===== src/rtl/nand2_vec_pkg.sv =====
// Shared types and constants for the NAND2 truth-table vector driver.
package nand2_vec_pkg;

  typedef enum logic [1:0] {
    ST_IDLE = 2'd0,
    ST_RUN  = 2'd1,
    ST_DONE = 2'd2
  } state_t;

  localparam int NUM_VEC = 4;
  localparam int CNT_W   = 4;

  function automatic logic nand_ref(input logic in_a, input logic in_b);
    return ~(in_a & in_b);
  endfunction

endpackage


===== src/rtl/nand2_settle_cnt.sv =====
// Settle down-counter: loads a hold time and counts to zero; tick marks the sample cycle.
module nand2_settle_cnt
  import nand2_vec_pkg::*;
(
  input  logic             clk,
  input  logic             rst,
  input  logic             load,
  input  logic [CNT_W-1:0] load_val,
  output logic             tick
);

  logic [CNT_W-1:0] count;

  // Parks at zero once a sweep ends so no stray ticks appear in IDLE or DONE.
  always_ff @(posedge clk or posedge rst) begin
    if (rst) begin
      count <= '0;
    end else if (load) begin
      count <= load_val;
    end else if (count != '0) begin
      count <= count - CNT_W'(1);
    end
  end

  assign tick = (count == CNT_W'(1));

endmodule


===== src/rtl/nand2_vector_driver.sv =====
// Drives the four NAND2 input vectors, samples the gate output after a settle
// time, and reports error count, first failing vector and pass/fail.
module nand2_vector_driver
  import nand2_vec_pkg::*;
#(
  parameter int SETTLE = 2,
  parameter bit LOOP   = 1'b0
)
(
  input  logic       clk,
  input  logic       rst,
  input  logic       start,
  input  logic       dut_o,
  output logic       a,
  output logic       b,
  output logic       busy,
  output logic       done,
  output logic       pass,
  output logic [2:0] err_cnt,
  output logic [1:0] fail_vec
);

  state_t     state;
  logic [1:0] vec_idx;
  logic       first_fail_seen;
  logic       tick;
  logic       load;
  logic       launch;
  logic       last_vec;
  logic       mismatch;
  logic [2:0] err_next;

  // A sweep launches from IDLE on start, or straight out of DONE when looping.
  assign launch   = ((state == ST_IDLE) && start) || ((state == ST_DONE) && LOOP);
  assign last_vec = (vec_idx == 2'(NUM_VEC - 1));
  assign load     = launch || ((state == ST_RUN) && tick && !last_vec);
  assign mismatch = (dut_o != nand_ref(a, b));
  assign err_next = err_cnt + 3'(mismatch);

  nand2_settle_cnt u_settle_cnt (
    .clk      (clk),
    .rst      (rst),
    .load     (load),
    .load_val (CNT_W'(SETTLE)),
    .tick     (tick)
  );

  always_ff @(posedge clk or posedge rst) begin
    if (rst) begin
      state           <= ST_IDLE;
      vec_idx         <= 2'd0;
      a               <= 1'b0;
      b               <= 1'b0;
      busy            <= 1'b0;
      done            <= 1'b0;
      pass            <= 1'b0;
      err_cnt         <= 3'd0;
      fail_vec        <= 2'd0;
      first_fail_seen <= 1'b0;
    end else begin
      done <= 1'b0;
      if (launch) begin
        state           <= ST_RUN;
        vec_idx         <= 2'd0;
        a               <= 1'b0;
        b               <= 1'b0;
        busy            <= 1'b1;
        pass            <= 1'b0;
        err_cnt         <= 3'd0;
        fail_vec        <= 2'd0;
        first_fail_seen <= 1'b0;
      end else if ((state == ST_RUN) && tick) begin
        if (mismatch) begin
          err_cnt <= err_next;
          if (!first_fail_seen) begin
            fail_vec        <= vec_idx;
            first_fail_seen <= 1'b1;
          end
        end
        // The final vector stays on the gate inputs through DONE.
        if (last_vec) begin
          state <= ST_DONE;
          busy  <= 1'b0;
          done  <= 1'b1;
          pass  <= (err_next == 3'd0);
        end else begin
          vec_idx <= vec_idx + 2'd1;
          {a, b}  <= vec_idx + 2'd1;
        end
      end else if (state == ST_DONE) begin
        state <= ST_IDLE;
      end
    end
  end

endmodule


===== config.mk =====
export PLATFORM = sky130hd
export DESIGN_NAME = nand2_vector_driver
export DESIGN_NICKNAME = d
export VERILOG_FILES = /design/src/rtl/nand2_vec_pkg.sv /design/src/rtl/nand2_settle_cnt.sv /design/src/rtl/nand2_vector_driver.sv
export SDC_FILE = /design/constraint.sdc
export NUM_CORES = 1
export LEC_CHECK = 0
export BUFFER_PORTS_ARGS = -buffer_cell sky130_fd_sc_hd__buf_2
export CORE_ASPECT_RATIO = 0.9
export CORE_MARGIN = 10
export CORE_UTILIZATION = 29
export DETAILED_ROUTE_END_ITERATION = 6
export PLACE_DENSITY_LB_ADDON = 0.25
export SLEW_MARGIN = 20
export SYNTH_ARGS = -nofsm -noshare
export SYNTH_HDL_FRONTEND = slang
export SYNTH_SLANG_ARGS = --single-unit

===== constraint.sdc =====
create_clock -name clk -period 1.7 [get_ports clk]
set_clock_uncertainty 0.1 [all_clocks]
set_input_delay 0.425 -clock clk [delete_from_list [all_inputs] [get_ports clk]]
set_output_delay 0.425 -clock clk [all_outputs]
set_load 0.02 [all_outputs]

==> results of run 1 <==
per-layer routing:
metal	vias up	track usage	share of wire
met2	13	0.113	0.45
met5	-	0	0
met1	318	0.0858	0.49
met3	2	0.0333	0.051
li1	318	-	-
met4	0	0.0239	0.0048
synthesized netlist by cell type, drive strengths merged:
| library cell | count | area share |
|---|---|---|
| nor3b | 3 | 0.044 |
| a21oi | 2 | 0.011 |
| nor3 | 1 | 0.0056 |
| nand4bb | 1 | 0.013 |
| and3 | 3 | 0.021 |
| and2b | 1 | 0.0085 |
| o21ai | 1 | 0.0056 |
| nand3b | 1 | 0.013 |
| nand4b | 1 | 0.0099 |
| a21boi | 1 | 0.0085 |
| or3b | 1 | 0.0099 |
| nand4 | 2 | 0.014 |
| a21o | 1 | 0.0085 |
| nand2 | 7 | 0.030 |
| mux2i | 7 | 0.079 |
| nor2 | 3 | 0.013 |
| nand2b | 1 | 0.0071 |
| mux2 | 2 | 0.025 |
| ha | 6 | 0.085 |
| buf | 1 | 0.0056 |
| nand3 | 3 | 0.017 |
| o21a | 1 | 0.0085 |
| dfrtp | 17 | 0.48 |
| inv | 9 | 0.038 |
| xnor2 | 4 | 0.040 |
layout make-up:
cell class | count | area [um2]
Multi-Input combinational cell | 53 | 494
Sequential cell | 17 | 428
Fill cell | 295 | 1690
Inverter | 9 | 33.8
Tap cell | 40 | 50.0
Timing Repair Buffer | 19 | 113
Clock buffer | 4 | 26.3
kinds of logic after synthesis:
logic type                 Yosys count  share of synthesized area
AOI/OAI and AO/OA                    6                     0.0424
xor gates and xnor gates             4                     0.0395
adders and majority gates            6                     0.0847
buffers and inverters               10                     0.0438
DFF                                 17                      0.480
muxes                                9                      0.105
and+or+nand+nor                     28                      0.205
metrics by stage:
stage | instance area, um2 | instances | util | power, uW
finish | 1140 | 142 | 0.403 | 1910
global route | 1140 | 142 | 0.403 | 2090
CTS | 1130 | 142 | 0.398 | 1890
detailed placement | 1050 | 134 | 0.369 | 1600
global placement | 1050 | 134 | 0.369 | 1580
floorplan | 922 | 80 | - | 1360
state kept, by name, summed over array words and instances (netlist names), 2 cells and up:
| register | flops |
|---|---|
| fail_vec | 2 |
| state | 2 |
| u_settle_cnt.count | 4 |
| err_cnt | 3 |
| vec_idx | 2 |
power by group:
group          internal [uW]  total (uW)  switching (uW)
Sequential               562         718             155
Combinational            476         967             491
Clock                   91.3         224             133
critical path, stage by stage, from the launching register on:
cell and delay, ps:
dfrtp_2 440, ha_4 180, xnor2_4 160, ha_4 160, ha_4 200, nor2_2 100, nand4b_1 110, a21oi_2 130
worst paths after layout:
kind | endpoint | slack, ps | start | cells after the start
max | pass | 50 | vec_idx[1] | 7
min | busy | 400 | busy | 1
max reg2reg | pass | 50 | vec_idx[1] | 7
min reg2reg | busy | 400 | busy | 1
max in group asynchronous | u_settle_cnt.count[1] | 510 | rst | 4
min in group asynchronous | first_fail_seen | 530 | rst | 3
what timing repair did:
| action | 4_1_cts | 5_1_grt |
|---|---|---|
| pin swaps | 4 | 2 |
| setup endpoints to repair | 1 | 2 |
| setup buffers | 3 | 0 |
| hold buffers | 1 | 0 |
| endpoints found under the hold margin | 9 | 0 |
| resized for setup | 2 | 5 |
==> impl_metrics.ini, run 1 <==
[run_status]
outcome = complete, no violations

[cells_and_area]
n_antenna_cell = 0
layout-drive-gt1-share = 0.363
final_cell_mix = 15 x dfrtp_1, 13 x buf_2, 8 x inv_1
syn2layout_area_growth_pct = 29.2
final_nets = 113
final_common_cell = dfrtp_1

[global_routing]
grt-ovfl-total = 0
antenna_found_initial = 0
grt_pass1_vias = 696
globalRouteTotalUtil = 0.0722
grt_max_degree = 12
grt_pass1_wl_um = 3230

[worst_setup_path]
crit_type = register to register
worstSetupStartpointType = register
cp-end-kind = register
worstPathRequired_ps = 1830
critPathMaxFanout = 2
arrival_ps = 1780

[drt]
vias_per_cell = 4.58
dr.pass1.iters = 2
wl_per_cell_um = 13.2
drt_iter0_markers = 17
num_vias = 651
remaining_drc_errors = 0
drt_wl_total_um = 1870
ant_nets = 0

[place]
io_buffers = 13
globalplace.congestion = 0.688
pre_cts_ws_ps = -22.7
post-dp-hpwl_um = 1420

[run]
max-cap-violations = 0

[yosys]
synth_cell_type_count = 27
syn_avg_cell_area_um2 = 11.1
yosysSeqAreaShare = 0.480
yosys_warnings = 0
synth-seq-cells = 17
synthCells = 80
synth_area_um2 = 886
synthesis.nets = 90

[sta]
min_period_ps = 1650
setup_viol = 0
whs_ps = 402
setup_tns_ps = 0
hold_viol = 0
worst_pin_slew_ps = 577
setup_slack_ps = 53.6
grt_setup_unrepaired = yes
min_period_over_period = 0.968
relSlewSlack = 0.614
fmax_ghz = 0.607
drv_slew = 0

[clock_network]
cts_tree = yes
htree_levels = 1
clk_pin_slew_ps = 100
cts_buffers = 3
insertion_delay_ps = 290
cts_root_buffer = clkbuf_4
cts_sinks = 17
cts_buffer_depth = 2

[die]
die_width_um = 78.3
ios = 14
dieArea_mm2 = 0.00567
core_mm2 = 0.00284
start_util = 0.312
row_count = 18
die_h_um = 72.4

[pwr]
p_leak_uw = 0.000572
power_density_mw_per_mm2 = 1670
peakVddDrop_v = 0.000693

[worst_hold_path]
hp-class = register to register
No activity file was read; power rests on OpenSTA's default activity.
==> run 2, diff against run 1 <==
Clock period 1.7 ns to 1.8 ns, I/O delays scaled along.
==> impl_metrics.ini, run 2 (synthesis gave the netlist of run 1 again) <==
[drt]
ant_nets = 0
wl_per_cell_um = 12.8
drt_wl_total_um = 1790
dr.pass1.iters = 4
vias_per_cell = 4.48
num_vias = 627
drt_iter0_markers = 17
remaining_drc_errors = 0

[pwr]
p_leak_uw = 0.000567
combPwrFrac = 0.496
p_clk_frac = 0.120
peakVddDrop_v = 0.000876
power_density_mw_per_mm2 = 1590
p_sw_frac = 0.409
seqPwrFrac = 0.384
cellInternalPower_uw = 1030
p_switching_uw = 713

[clock_network]
cts_buffers = 3
clk_pin_slew_ps = 100
insertion_delay_ps = 300
cts_root_buffer = clkbuf_4
cts_sinks = 17
cts_buffer_depth = 2
htree_levels = 1
cts_tree = yes

[die]
start_util = 0.312
core_mm2 = 0.00284
ios = 14
row_count = 18
die_width_um = 78.3
die_h_um = 72.4
dieArea_mm2 = 0.00567

[cells_and_area]
n_antenna_cell = 0
final_cell_mix = 16 x dfrtp_1, 13 x buf_2, 9 x inv_1
largest_reg_flops = 4
multi_input_area_um2 = 467
syn2layout_area_growth_pct = 24.2
final_nets = 111
fillerInstances = 298
instances_no_fill = 140
regMostFlops = u_settle_cnt.count
final_common_cell = dfrtp_1
layout-drive-gt1-share = 0.330
regArea_um2 = 427
top_regs = u_settle_cnt.count (4), err_cnt (3)

[worst_setup_path]
r2r_end = pass
reg2regPathDepth = 7
worstSetupStartpointType = register
rrSetupSlack_ps = 110
crit_type = register to register
cp-end-kind = register
critPathMaxFanout = 4
worstPathRequired_ps = 1930
worstReg2RegStart = vec_idx[1]
arrival_ps = 1820

[sta]
min_period_ps = 1690
setup_viol = 0
min_period_over_period = 0.938
fmax_ghz = 0.592
hold_viol = 0
worst_pin_slew_ps = 483
setup_slack_ps = 111
setup_tns_ps = 0
relSlewSlack = 0.677
drv_slew = 0

[place]
post-dp-hpwl_um = 1400
io_buffers = 13
dp_cells = 134
pre_cts_ws_ps = 16.8
globalplace.congestion = 0.822

[global_routing]
grt_max_degree = 12
globalRouteTotalUtil = 0.0709
grt_pass1_vias = 721
grt_pass1_wl_um = 3230
grt-ovfl-total = 0
antenna_found_initial = 0

[worst_hold_path]
hp-class = input port to async pin

[run]
max-cap-violations = 0

[run_status]
outcome = complete, no violations
run 2: power groups by stage:
stage	logic, uW	registers [uW]	clock network [uW]
after CTS	840	657	221
after global placement	792	663	0
after global routing	978	694	238
final	865	669	209
after floorplan	521	737	0
after detailed placement	802	672	0
run 2: worst max-delay path: stages, from the launching register on:
cell,delay (ps)
dfrtp_2,440
ha_4,180
xnor2_2,170
ha_2,220
ha_4,200
nor2_2,90
nand4b_1,100
a21oi_1,130
run 2: timing repair:
action | CTS | global route
pin swaps | 1 | 1
setup buffers | 2 | 0
endpoints found under the setup margin | 1 | 1
gates resized for setup | 0 | 5
hold buffers | 0 | 0
run 2: layout make-up:
type / count / area share
multi-input cells: 53 / 0.424
flip-flops and latches: 17 / 0.388
repair buffers: 17 / 0.0865
well taps: 40 / 0.0455
inverters: 9 / 0.0307
clock buffers: 3 / 0.0205
clock inverters: 1 / 0.00455
run 2: worst max-delay path by stage:
stage | startpoint | endpoint
floorplan | vec_idx[0] | pass
global placement | vec_idx[1] | pass
detailed placement | vec_idx[0] | pass
CTS | vec_idx[1] | pass
global route | vec_idx[1] | pass
finish | vec_idx[1] | pass
run 2: metrics by stage:
stage | total power (uW) | instance area, um2 | hold WS, ps | util
3_5_place_dp | 1470 | 1020 | 361 | 0.360
5_1_grt | 1910 | 1100 | 17.0 | 0.388
4_1_cts | 1720 | 1060 | 17.4 | 0.375
2_1_floorplan | 1260 | 897 | 276 | -
6_report | 1740 | 1100 | 8.94 | 0.388
3_3_place_gp | 1460 | 1020 | 361 | 0.360
run 2: metal layers:
layer  GRT usage  wire (um)
met5           0          0
met4      0.0378         35
met3      0.0345        103
met2       0.109        841
met1      0.0793        805
==> run 3, diff against run 2 <==
Settings changed: ABC_AREA set to 1, SETUP_SLACK_MARGIN set to 0.5.
==> impl_metrics.ini, run 3 <==
[run_status]
outcome = complete, but fails checks
violations = negative setup slack

[cells_and_area]
regArea_um2 = 430
multi_input_area_um2 = 596
regMostFlops = u_settle_cnt.count
largest_reg_flops = 4
n_antenna_cell = 0
syn2layout_area_growth_pct = 62.3
design_area_mm2 = 0.00150
layout-drive-gt1-share = 0.581
final_common_cell = nand2_1
final_nets = 159
top_regs = u_settle_cnt.count (4), err_cnt (3)
fillerInstances = 279
final_cell_mix = 21 x nand2_1, 18 x buf_4, 14 x buf_6

[sta]
min_period_ps = 1820
grt_setup_unrepaired = yes
whs_ps = 379
worst_pin_slew_ps = 302
fmax_ghz = 0.550
setup_slack_ps = -17.3
hold_viol = 0
relSlewSlack = 0.798
min_period_over_period = 1.01
setup_viol = 1
drv_slew = 0

[die]
dieArea_mm2 = 0.00584
die_width_um = 79.5
row_count = 19
core_mm2 = 0.00307
die_h_um = 73.5
ios = 14
start_util = 0.301

[yosys]
synth_top_area_frac = 0.461
synth_area_um2 = 923
synthTopCellsByArea = dfrtp_1 46%, nand2_1 11%, ha_1 8.1%, nand3_1 6.0%, inv_1 5.7%
synth_most_common_cell = nand2_1
synthCells = 109
synth_top_area_cell = dfrtp_1
synthesis.nets = 119
yosys_warnings = 0
synth-seq-cells = 17
synthTopCellsByCount = 27 x nand2_1, 17 x dfrtp_1, 14 x inv_1, 11 x nand3_1, 7 x nor2_1
yosysSeqAreaShare = 0.461
yosys_most_used_dff = dfrtp_1
syn_avg_cell_area_um2 = 8.47
synth_cell_type_count = 21
async_flop_share = 1.00
synth_edf_count = 0

[clock_network]
clk_pin_slew_ps = 100
cts_buffer_depth = 2
htree_levels = 1
insertion_delay_ps = 300
cts_root_buffer = clkbuf_4
cts_sinks = 17
cts_buffers = 3
cts_tree = yes

[worst_setup_path]
worstPathRequired_ps = 1930
cp-end-kind = register
crit_type = register to register
cp.buffers_inverters = 3
worstPathCellList = ha_4, inv_4, nand2_2, nand2_2, inv_2, ha_4, ha_4, inv_4, nand2_2, or2_4, o21ai_2
critical-path-top-delay-family = adder cells
rrSetupSlack_ps = -20
critPathMaxFanout = 3
arrival_ps = 1950
cp_slowest_cell = dfrtp_2
worstSetupStartpointType = register
slowest_delay_ps = 440

[drt]
num_vias = 838
wl_per_cell_um = 12.1
dr.pass1.iters = 4
remaining_drc_errors = 0
vias_per_cell = 4.41
drt_wl_total_um = 2310
ant_nets = 0
drt_iter0_markers = 43

[global_routing]
grt_pass1_vias = 835
globalRouteTotalUtil = 0.0797
grt-ovfl-total = 0
antenna_found_initial = 0
grt_pass1_wl_um = 3760
grt_max_degree = 11

[pwr]
p_leak_uw = 0.000727
power_density_mw_per_mm2 = 1200
peakVddDrop_v = 0.000651

[worst_hold_path]
hp-class = input port to register

[place]
globalplace.congestion = 0.785
io_buffers = 13
post-dp-hpwl_um = 1580
place_area_mm2 = 0.00111

[run]
max-cap-violations = 0
-- run 3: cell count changes after synthesis, sizes merged, moves of 2 or more --
cell / previous run / this run
mux2: 2 / 0
nand3: 3 / 13
xnor2: 4 / 1
o21ai: 1 / 6
nand2: 7 / 29
and3: 3 / 0
inv: 9 / 18
nor3b: 3 / 0
mux2i: 7 / 0
nor2: 3 / 11
nand4: 2 / 0
-- run 3: report_power, final --
part,total [uW],internal [uW],switching [uW]
Sequential,597,483,114
Combinational,998,469,529
Clock,209,82.9,126
Total,1800,1030,770
-- run 3: worst paths after layout --
path                       startpoint               endpoint  depth (start not counted)
hold reg to reg              state[1]               state[1]                          2
setup reg to reg           vec_idx[0]                   pass                         11
setup / recovery           vec_idx[0]                   pass                         11
hold / removal                  start               state[0]                          3
min in group asynchronous         rst  u_settle_cnt.count[1]                          3
max in group asynchronous         rst  u_settle_cnt.count[0]                          4
-- run 3: metrics by stage --
stage               instances  power, uW  TNS [ps]  setup WS (ps)   util
global route              190       1950      -106           -106  0.489
finish                    190       1800     -17.3          -17.3  0.489
floorplan                 109       1060     -58.9          -58.9      -
detailed placement        168       1220     -2.30          -2.30  0.363
CTS                       184       1670     -20.3          -20.3  0.449
global placement          168       1210         0           32.5  0.363
-- run 3: final cells by class --
cell class	count	share of cell area
clock inverters	1	0.00334
inverters	18	0.0501
well taps	42	0.0351
flip-flops and latches	17	0.287
repair buffers	36	0.212
multi-input cells	73	0.397
clock buffers	3	0.0150
-- run 3: logic make-up after synthesis --
logic type	share of synthesized area
XOR/XNOR	0.0190
flip-flops	0.461
AND/OR/NAND/NOR	0.302
adder cells (fa/ha/maj)	0.0813
AO/OA/AOI/OAI	0.0515
buffers and inverters	0.0854
-- run 3: repair_timing --
| item | 4_1_cts | 5_1_grt |
|---|---|---|
| gates resized for setup | 40 | 20 |
| buffers inserted | 11 | 6 |
| endpoints found under the hold margin | 7 | 0 |
| pin swaps | 9 | 16 |
| setup endpoints to repair | 26 | 26 |
| hold buffers | 1 | 0 |
-- run 3: per-layer routing --
| metal | up-vias | wire, um | global-route usage |
|---|---|---|---|
| met4 | 0 | 24 | 0.0179 |
| met5 | - | 0 | 0 |
| met3 | 2 | 131 | 0.0354 |
| met1 | 402 | 1030 | 0.0932 |
| met2 | 14 | 1130 | 0.131 |
| li1 | 420 | - | - |
-- run 3: worst register-to-register path, stage by stage (launching register included) --
cell and delay (ps):
dfrtp_2 440, ha_4 180, inv_4 50, nand2_2 40, nand2_2 60, inv_2 50, ha_4 160, ha_4 240
inv_4 50, nand2_2 40, or2_4 220, o21ai_2 120
